### config.mk
export PLATFORM = sky130hd
export DESIGN_NAME = pc_stack_unit
export DESIGN_NICKNAME = d
export VERILOG_FILES = /design/src/rtl/pc_stack_unit.sv
export SDC_FILE = /design/constraint.sdc
export NUM_CORES = 1
export LEC_CHECK = 0
export ABC_AREA = 1
export BUFFER_PORTS_ARGS = -buffer_cell sky130_fd_sc_hd__buf_2
export CAP_MARGIN = 5
export CORE_MARGIN = 2
export CORE_UTILIZATION = 23
export CTS_BUF_LIST = sky130_fd_sc_hd__clkbuf_4 sky130_fd_sc_hd__clkbuf_8 sky130_fd_sc_hd__clkbuf_16
export DETAILED_ROUTE_END_ITERATION = 10
export HOLD_SLACK_MARGIN = 0.15
export RECOVER_POWER = 100
export SYNTH_ARGS = -nofsm -noshare
export SYNTH_HDL_FRONTEND = slang
export SYNTH_SLANG_ARGS = --single-unit
### constraint.sdc
create_clock -name clk -period 6.46 [get_ports clk]
set_input_delay 0.323 -clock clk [delete_from_list [all_inputs] [get_ports clk]]
set_output_delay 0.323 -clock clk [all_outputs]
set_load 0.1 [all_outputs]
### src/rtl/pc_stack_unit.sv
// pc_stack_unit: program counter with jump, relative branch, and a return-address stack
// for call/ret. Sticky flags record a call on a full stack and a ret on an empty stack.
// Ports:
//   clk, rst (async, active-low)
//   Command strobes: load_pc, call, ret, rel_pc, inc_pc, clr_err
//   Operands: data_in (jump/call target), offset (signed branch offset)
//   Outputs: count, stack_top, depth, stack_full, stack_empty, ovf_err, unf_err
module pc_stack_unit #(
   parameter int          AW        = 8,
   parameter int          DEPTH     = 4,
   parameter logic [AW-1:0] RESET_VEC = '0
) (
   input  logic                         clk,
   input  logic                         rst,
   input  logic                         load_pc,
   input  logic                         call,
   input  logic                         ret,
   input  logic                         rel_pc,
   input  logic                         inc_pc,
   input  logic                         clr_err,
   input  logic [AW-1:0]                data_in,
   input  logic [AW-1:0]                offset,
   output logic [AW-1:0]                count,
   output logic [AW-1:0]                stack_top,
   output logic [$clog2(DEPTH+1)-1:0]   depth,
   output logic                         stack_full,
   output logic                         stack_empty,
   output logic                         ovf_err,
   output logic                         unf_err
);

   localparam int DW = $clog2(DEPTH+1);
   localparam int IW = (DEPTH > 1) ? $clog2(DEPTH) : 1;

   logic [AW-1:0] stack [DEPTH];
   logic [AW-1:0] count_nxt;
   logic [DW-1:0] depth_nxt;
   logic          ovf_nxt;
   logic          unf_nxt;
   logic          push;
   logic [IW-1:0] push_idx;
   logic [IW-1:0] top_idx;

   assign stack_full  = (depth == DW'(DEPTH));
   assign stack_empty = (depth == '0);
   assign push_idx    = IW'(depth);
   assign top_idx     = IW'(depth - 1'b1);
   assign stack_top   = stack_empty ? '0 : stack[top_idx];

   always_comb begin
      count_nxt = count;
      depth_nxt = depth;
      push      = 1'b0;
      ovf_nxt   = clr_err ? 1'b0 : ovf_err;
      unf_nxt   = clr_err ? 1'b0 : unf_err;
      priority case (1'b1)
         load_pc: count_nxt = data_in;
         call: begin
            if (stack_full) begin
               ovf_nxt = 1'b1;
            end else begin
               push      = 1'b1;
               depth_nxt = depth + 1'b1;
               count_nxt = data_in;
            end
         end
         ret: begin
            if (stack_empty) begin
               unf_nxt = 1'b1;
            end else begin
               depth_nxt = depth - 1'b1;
               count_nxt = stack[top_idx];
            end
         end
         rel_pc:  count_nxt = count + offset;
         inc_pc:  count_nxt = count + 1'b1;
         default: count_nxt = count;
      endcase
   end

   always_ff @(posedge clk or negedge rst) begin
      if (!rst) begin
         count   <= RESET_VEC;
         depth   <= '0;
         ovf_err <= 1'b0;
         unf_err <= 1'b0;
      end else begin
         count   <= count_nxt;
         depth   <= depth_nxt;
         ovf_err <= ovf_nxt;
         unf_err <= unf_nxt;
      end
   end

   // Storage needs no reset: only entries below depth are ever read.
   always_ff @(posedge clk) begin
      if (push) begin
         stack[push_idx] <= count + 1'b1;
      end
   end

endmodule

==> results.json <==
{
  "nNetsFinal": 404,
  "grt_max_degree": 22,
  "ant_nets": 0,
  "mostFrequentLayoutCells": "nand2_1 (94), nor2_1 (34), inv_1 (32), nand3_1 (32), edfxtp_1 (32)",
  "crit_path_max_fanout": 21,
  "syn_area_um2": 2730,
  "grt_first_pass_wirelength_um": 11000,
  "end_kind": "output pin",
  "synthToLayoutAreaGrowth_pct": 15.8,
  "netlist_instances": 318,
  "grt_pass1_vias": 2223,
  "vias": 2224,
  "die_x_um": 113,
  "slowest_delay_ns": 0.87,
  "drv_cap": 0,
  "post-route-min-period_ns": 4.41,
  "row_count": 39,
  "syn_avg_cell_area_um2": 8.57,
  "die_h_um": 113,
  "ys.warnings.count": 0,
  "cts-root-buf": "clkbuf_16",
  "dpl_cell_area_um2": 3080,
  "hold_viol": 0,
  "drive_gt1_share_pct": 11.7,
  "via_per_inst": 4.37,
  "required_ns": 6.14,
  "route.detailed.drc": 0,
  "max-slew-margin-rel_pct": 20.4,
  "cp-start-kind": "flip-flop",
  "synth_top_family_by_area": "simple AND/OR/NAND/NOR gates",
  "yosys_register_bits": 45,
  "top_usage_layer": "met2",
  "cts_htree_levels": 2,
  "dp_hpwl_um": 5210,
  "portBuffers": 46,
  "cts-buffers-inserted": 5,
  "grt-ovfl-total": 0,
  "synth_xor_area_share_pct": 1.56,
  "max_freq_mhz": 227,
  "worst_clock_skew_ns": 0.00551,
  "final_cells": 509,
  "fin_area_um2": 3160,
  "fp.dieArea_um2": 12700,
  "cts.sinks": 45,
  "diodes": 0,
  "status": "finished, final reports clean",
  "grt_use_total_pct": 10.9,
  "final-setup-viol-count": 0,
  "use_met2_pct": 18.9,
  "cts_tree": "yes",
  "core_um2": 11500,
  "synthMuxAreaShare_pct": 0,
  "cp_top_family": "buffers and inverters",
  "grt_setup_unrepaired": "no",
  "synth_compound_area_share_pct": 7.94,
  "syn_nets": 357,
  "place_inst": 500,
  "cp_cell_sequence": "clkinvlp_2, ha_1, inv_2, nand3_1, and2_1, inv_1, nor2_1, clkbuf_1",
  "yosysSeqAreaShare_pct": 47.2,
  "grt_antenna_before_repair": 0,
  "met1_usage_pct": 13.6,
  "min_path_type": "input pin to flip-flop",
  "first_iter_violations": 75,
  "clk_latency_ns": 0.29,
  "path_clk_slew_ns": 0.06,
  "crit_buf_inv": 4,
  "layout_commonest_cell": "nand2_1",
  "start_util_pct": 23.8,
  "netlist-cell-type-count": 38,
  "cts_buffer_depth": 2,
  "place_congestion": 0.811,
  "fin_crit_sh_pct": 68.3,
  "worst_slew_pin_slew_ns": 1.20,
  "timing.final.max_slew_violations": 0,
  "drt-pass1-iter-count": 5,
  "criticalPathCategory": "flip-flop to output pin",
  "post_synth_fa_ha_maj_area_fraction_pct": 7.16,
  "routed_wirelength_um": 6680,
  "met3_usage_pct": 1.29,
  "pin_count": 47,
  "cpMaxStageDelayCell": "clkbuf_1",
  "setup_tns_ns": 0,
  "post_synth_and_or_nand_nor_area_fraction_pct": 28.8,
  "wl_per_cell_um": 13.1,
  "cts_setup_buffers": 0,
  "arrival_ns": 4.09
}
## flip-flops by register name (all words and copies together) (netlist names)
name	flops
count	8
ovf_err	1
stack	32
unf_err	1
depth	3
## final timing paths
check	slack, ns	startpoint	to	cells past startpoint
setup / recovery	2.05	depth[0]	stack_top[2]	8
hold / removal	0.28	clr_err	unf_err	4
setup reg to reg	2.94	depth[0]	count[0]	7
hold reg to reg	0.49	ovf_err	ovf_err	2
max in group asynchronous	5.28	rst	depth[0]	2
min in group asynchronous	0.66	rst	ovf_err	2
## tightest hold or removal path: cells and delay by family
family                 cells  cell delay (ns)
buffers and inverters      2             0.11
AND/OR/NAND/NOR            2             0.09
## routing by layer
metal | wire length [um] | vias to the layer above | part of all wire [%]
met3 | 238 | 12 | 3.6
li1 | - | 1144 | -
met2 | 3350 | 49 | 50
met5 | 0 | - | 0
met4 | 183 | 0 | 2.7
met1 | 2910 | 1019 | 43
## through the flow
stage	setup WS, ns	util, %	hold slack (ns)
finish	2.05	27.5	0.281
global route	1.77	27.5	0.304
CTS	3.22	28.2	0.281
detailed placement	3.51	26.8	0.253
global placement	3.59	26.8	0.244
floorplan	2.39	-	0.0274
## kinds of logic after synthesis
logic type,count (synthesis)
and+or+nand+nor,176
DFF,45
buffers and inverters,44
AOI/OAI and AO/OA,34
adders and majority gates,15
xor gates and xnor gates,4
## cells in the mapped netlist (all sizes together)
| cell | number | share of area (%) |
|---|---|---|
| o22ai | 1 | 0.23 |
| nand2 | 96 | 14 |
| edfxtp | 32 | 35 |
| inv | 37 | 5.3 |
| ha | 14 | 6.4 |
| nand4 | 1 | 0.23 |
| or2 | 3 | 0.69 |
| buf | 7 | 2.1 |
| xor2 | 1 | 0.32 |
| fa | 1 | 0.73 |
| nand3 | 32 | 6.7 |
| and2 | 2 | 0.46 |
| a21oi | 11 | 2.0 |
| o2bb2ai | 5 | 1.6 |
| nor2 | 37 | 5.7 |
| a22oi | 2 | 0.73 |
| xnor2 | 3 | 1.2 |
| nor3 | 1 | 0.18 |
| a31oi | 1 | 0.23 |
| dfrtp | 13 | 12 |
| o21ai | 14 | 3.1 |
| nand3b | 4 | 1.1 |
## final cells by class
cell class / count / area, um^2
fill: 1220 / 8310
timing repair buffer: 47 / 210
tap: 143 / 179
multi-input combinational: 229 / 1190
inverter: 37 / 141
clock inverter: 2 / 15.0
sequential: 45 / 1290
clock buffer: 6 / 133
## repair_timing
action,CTS,global route
gates resized for setup,0,0
hold buffers,1,0
hold endpoints to repair,13,0
Power is left out: the tool's default activity adds up to more than one toggle a clock period on the data nets, which glitch-free logic cannot reach.
